===== src/rtl/cbb_pkg.sv =====
// cbb_pkg: definitions shared by the cbb_* building blocks.
//   occ_w(depth) : width of an occupancy count for 0..depth (minimum 1 bit).
package cbb_pkg;

  function automatic int unsigned occ_w(input int unsigned depth);
    int unsigned w;
    w = $clog2(depth + 1);
    return (w < 1) ? 1 : w;
  endfunction

endpackage


===== src/rtl/cbb_pipe_stage.sv =====
// cbb_pipe_stage: one valid/data register pair of the cbb_pipe_regs pipeline.
//   clk, rst      : rising-edge clock, synchronous active-high reset
//   clr_i         : clears the valid bit only (data untouched)
//   up_valid_i/up_data_i : word offered by the previous stage (or pipeline input)
//   dn_ready_i    : ready of the next stage (or downstream out_ready)
//   ready_o       : this stage can load this cycle (empty or next stage ready)
//   valid_o/data_o: registered stage contents
module cbb_pipe_stage #(
  parameter int unsigned          WIDTH    = 8,
  parameter logic [WIDTH-1:0]     INIT_VAL = '0
) (
  input  logic             clk,
  input  logic             rst,
  input  logic             clr_i,
  input  logic             up_valid_i,
  input  logic [WIDTH-1:0] up_data_i,
  input  logic             dn_ready_i,
  output logic             ready_o,
  output logic             valid_o,
  output logic [WIDTH-1:0] data_o
);

  logic             v_q, v_d;
  logic [WIDTH-1:0] d_q, d_d;

  assign ready_o = !v_q || dn_ready_i;

  always_comb begin
    v_d = v_q;
    d_d = d_q;
    if (clr_i) begin
      v_d = 1'b0;
    end else if (ready_o) begin
      v_d = up_valid_i;
      // Data only moves with a real word, so bubbles never disturb it.
      if (up_valid_i) d_d = up_data_i;
    end
  end

  always_ff @(posedge clk) begin
    if (rst) begin
      v_q <= 1'b0;
      d_q <= INIT_VAL;
    end else begin
      v_q <= v_d;
      d_q <= d_d;
    end
  end

  assign valid_o = v_q;
  assign data_o  = d_q;

endmodule


===== src/rtl/cbb_pipe_regs.sv =====
// cbb_pipe_regs: DEPTH-deep, WIDTH-wide register pipeline with per-stage
// valid/ready handshake and bubble collapsing.
//   clk, rst            : rising-edge clock, synchronous active-high reset
//   in_valid/in_data    : upstream word;  in_ready : word accepted this cycle
//   out_valid/out_data  : last stage;     out_ready: downstream accepts
//   occ                 : number of valid stages (combinational popcount)
//   flush               : only when CBB_PIPE_FLUSH_EN is defined; clears all
//                         valid bits, drops any word offered that cycle
// in_ready depends combinationally on out_ready through a DEPTH-long OR
// chain; intended for DEPTH <= 8.
module cbb_pipe_regs
  import cbb_pkg::*;
#(
  parameter int unsigned      WIDTH    = 8,
  parameter int unsigned      DEPTH    = 2,
  parameter logic [WIDTH-1:0] INIT_VAL = '0
) (
  input  logic                      clk,
  input  logic                      rst,
  input  logic                      in_valid,
  input  logic [WIDTH-1:0]          in_data,
  output logic                      in_ready,
  output logic                      out_valid,
  output logic [WIDTH-1:0]          out_data,
  input  logic                      out_ready,
  output logic [occ_w(DEPTH)-1:0]   occ
`ifdef CBB_PIPE_FLUSH_EN
  ,
  input  logic                      flush
`endif
);

  localparam int unsigned OCC_W = occ_w(DEPTH);

  logic [DEPTH-1:0] r;
  logic [DEPTH-1:0] v;
  logic [WIDTH-1:0] d [DEPTH];
  logic             clr;

`ifdef CBB_PIPE_FLUSH_EN
  assign clr = flush;
`else
  assign clr = 1'b0;
`endif

  for (genvar i = 0; i < DEPTH; i++) begin : g_stage
    logic             up_v;
    logic [WIDTH-1:0] up_d;
    logic             dn_r;

    if (i == 0) begin : g_head
      assign up_v = in_valid;
      assign up_d = in_data;
    end else begin : g_body
      assign up_v = v[i-1];
      assign up_d = d[i-1];
    end

    if (i == DEPTH - 1) begin : g_tail
      assign dn_r = out_ready;
    end else begin : g_mid
      assign dn_r = r[i+1];
    end

    cbb_pipe_stage #(
      .WIDTH    (WIDTH),
      .INIT_VAL (INIT_VAL)
    ) u_stage (
      .clk        (clk),
      .rst        (rst),
      .clr_i      (clr),
      .up_valid_i (up_v),
      .up_data_i  (up_d),
      .dn_ready_i (dn_r),
      .ready_o    (r[i]),
      .valid_o    (v[i]),
      .data_o     (d[i])
    );
  end

  assign in_ready  = r[0];
  assign out_valid = v[DEPTH-1];
  assign out_data  = d[DEPTH-1];

  always_comb begin
    occ = '0;
    for (int unsigned i = 0; i < DEPTH; i++) begin
      occ = occ + OCC_W'(v[i]);
    end
  end

endmodule


===== config.mk =====
export PLATFORM = sky130hd
export DESIGN_NAME = cbb_pipe_regs
export DESIGN_NICKNAME = d
export VERILOG_FILES = /design/src/rtl/cbb_pkg.sv /design/src/rtl/cbb_pipe_stage.sv /design/src/rtl/cbb_pipe_regs.sv
export SDC_FILE = /design/constraint.sdc
export NUM_CORES = 1
export LEC_CHECK = 0
export BUFFER_PORTS_ARGS = -buffer_cell sky130_fd_sc_hd__buf_4
export CAP_MARGIN = 25
export CORE_MARGIN = 2
export CORE_UTILIZATION = 40
export DETAILED_ROUTE_END_ITERATION = 10
export PLACE_DENSITY = 0.78
export SLEW_MARGIN = 30
export SYNTH_ARGS = -nofsm -noshare
export SYNTH_HDL_FRONTEND = slang
export SYNTH_SLANG_ARGS = --single-unit

===== constraint.sdc =====
create_clock -name clk -period 0.88 [get_ports clk]
set_input_delay 0.176 -clock clk [delete_from_list [all_inputs] [get_ports clk]]
set_output_delay 0.176 -clock clk [all_outputs]
set_load 0.05 [all_outputs]

==> summary.txt <==
STA
  – Worst Hold Margin: 0.103 ns
  – Final period util: 148%
  – Crit path time final: 1.31 ns
  – Setup_tns: -7.43 ns
  – Final hold violations: 0
  – RSZ-0062 raised after global routing: yes
  – Slew headroom: 84.9%
  – Clk_skew: 0.00312 ns
  – Max Freq: 766 MHz
  – Worst-Margin Slew: 0.226 ns
  – Max-slew violation count: 0
  – Final setup viols: 30
  – PnR worst setup slack: -0.426 ns

Finish
  – Area delta synth->final: 73.7%
  – Fill count: 128
  – Final Cell Area: 0.00133 mm^2
  – Layout Cells excl Fill: 146
  – Nets: 135
  – Diode count: 0
  – Layout cells sized above 1: 56.2%

CTS
  – Clk buf depth: 2
  – Sink Count: 18
  – Post-CTS Hold Buffers: 0
  – TritonCTS clock tree: yes
  – Clock latency on the worst-skew pair: 0.30 ns
  – Htree depth: 1
  – Num CTS Buffers: 3
  – Worst-path clk slew: 0.10 ns
  – Root buf cell: clkbuf_4

Setup path
  – Critical path class: register to output pin
  – CP required: 0.70 ns
  – Largest stage delay, worst path: 0.36 ns
  – Worst-path cell chain: ha_2 -> buf_8
  – Crit path buffers/inverters: 1
  – Crit path max-delay family: flip-flops
  – Crit Path Max Fanout: 3
  – Crit path arrival time: 1.13 ns
  – Startpoint types: register
  – Critical Path Sink Type: output pin
  – CP max stage cell: dfxtp_4

Synth
  – Post-Syn Area: 767 um^2
  – Largest family of logic cells by synthesized area: simple AND/OR/NAND/NOR gates
  – Most frequent cells after synthesis: 18 x dfxtp_1, 17 x nand2b_1, 10 x a21oi_1
  – Area contributors post-synth: dfxtp_1 47%, nand2b_1 14%, mux2i_1 10%
  – Synth top area share: 47.0%
  – Ys Warns: 0
  – Mean post-synth cell area: 9.47 um^2
  – Synth Area in Adders: 1.63%
  – Post-synth EDFFs: 0
  – Async SR Flop Fraction: 0%
  – Mux cell area share after synthesis: 10.4%
  – Synth Area in Compound Gates: 13.2%
  – Yosys cell types: 15
  – Most frequent cell after synthesis: dfxtp_1
  – Gate Count Post-Synth: 81
  – Sequential-to-total area share from yosys stat: 47.0%
  – Synth Area in Simple Gates: 21.9%
  – Syn Nets: 94
  – Count of state elements after synthesis: 18
  – Most area-hungry cell type in the Yosys netlist: dfxtp_1
  – XOR/XNOR share of the synthesized area: 0%
  – Post-synth top flop: dfxtp_1

Global route
  – Initial antenna violation count: 0
  – GRT Total Usage: 17.7%
  – Largest net degree at the start of global routing: 27
  – GR Overflow Total: 0
  – First-pass GRT wire length: 2.69 mm
  – Number of global-route vias before repair: 631

Detailed routing
  – Via count: 722
  – Drt first-iter violations: 16
  – Routed WL: 2.01 mm
  – DRC: 0
  – Vias/cell: 4.95
  – Routed wire per std cell: 13.8 um
  – DRT antenna net count: 0
  – Drt first pass iters: 4

Floorplanning
  – Die height: 47.8 um
  – Die X-Extent: 47.8 um
  – Std-Cell Rows: 15
  – Area of the core: 0.00176 mm^2
  – Io pins: 24
  – DIE AREA: 0.00228 mm^2
  – Initial Utilization: 43.5%

Flow run
  – Number of max-cap violations: 0

Place
  – Dpl ws: -0.168 ns
  – Gpl congestion: 0.694
  – Placed Cells: 130
  – DP Wirelength: 1.09 mm
  – PortBufs: 23
  – Placed inst area: 0.00102 mm^2

Power and ir drop
  – Lkg Pwr: 0.551 nW
  – Worst VDD drop: 0.000974 V
  – PD cells: 1360 mW/mm^2

Min path
  – HP Class: input port to register

Run status
  – Failing checks: setup timing
  – Status: finished with violations
path summary, 6_finish.rpt:
check	start	endpoint	slack [ns]	depth (start not counted)
max	g_stage[1].u_stage.valid_o	occ[0]	-0.43	2
max reg2reg	g_stage[0].u_stage.valid_o	g_stage[1].u_stage.data_o[4]	-0.31	6
min reg2reg	g_stage[0].u_stage.data_o[5]	g_stage[1].u_stage.data_o[5]	0.46	2
min	in_valid	g_stage[0].u_stage.valid_o	0.10	3
cells by family after synthesis:
group	Yosys count
AOI/OAI and AO/OA	19
adders and majority gates	1
buffers and inverters	7
DFF	18
muxes	8
and+or+nand+nor	28
state kept, by name, summed over array words and instances, names as in the netlist:
| register | flops |
|---|---|
| g_stage.u_stage.data_o | 16 |
| g_stage.u_stage.valid_o | 2 |
cells in the final DEF, fill, tap and decap left out, types with 3 or more instances in the layout:
cell / n
buf_8: 12
o21ai_1: 4
a21oi_1: 8
mux2i_1: 8
buf_6: 9
nand2b_1: 16
o21ai_2: 4
dfxtp_2: 9
clkbuf_4: 3
buf_4: 18
nand3_1: 8
dfxtp_1: 8
routing by layer:
layer  track usage [%]  part of all wire (%)  up-vias
met1              19.6                    40      340
met2              30.1                    54       23
met4              11.9                   1.1        0
li1                  -                     -      357
met5                 0                     0        -
met3              3.77                   4.2        2
per-stage QoR:
stage	power, W	utilization, %
2_1_floorplan	0.00108	-
3_3_place_gp	0.00117	57.7
3_5_place_dp	0.00118	57.7
4_1_cts	0.00176	70.5
5_1_grt	0.00187	75.5
6_report	0.00181	75.5
tightest hold or removal path, delay by kind of cell:
kind	cells	cell delay, ns
simple gates	1	0.07
compound gates	1	0.03
buf+inv	1	0.10
repair_timing:
item,4_1_cts,5_1_grt
setup endpoints to repair,30,30
gates resized for setup,48,11
cloned,2,1
setup buffers,6,3
endpoints found under the hold margin,0,0
pin swaps,2,11
power by group:
group	leakage (nW)	internal [W]	switching, W
Combinational	0.378	0.000213	0.000198
Sequential	0.152	0.000854	0.0000249
Clock	0.0210	0.000253	0.000266
final cells by class:
| class | instances | area, um^2 | share of cell area [%] |
|---|---|---|---|
| multi-input cells | 56 | 413 | 31.0 |
| repair buffers | 41 | 462 | 34.6 |
| clock buffers | 4 | 36.3 | 2.72 |
| flip-flops and latches | 18 | 375 | 28.2 |
| inverters | 1 | 7.51 | 0.563 |
| well taps | 25 | 31.3 | 2.35 |
| repair inverters | 1 | 7.51 | 0.563 |
Power figures use the tool's default switching activity.
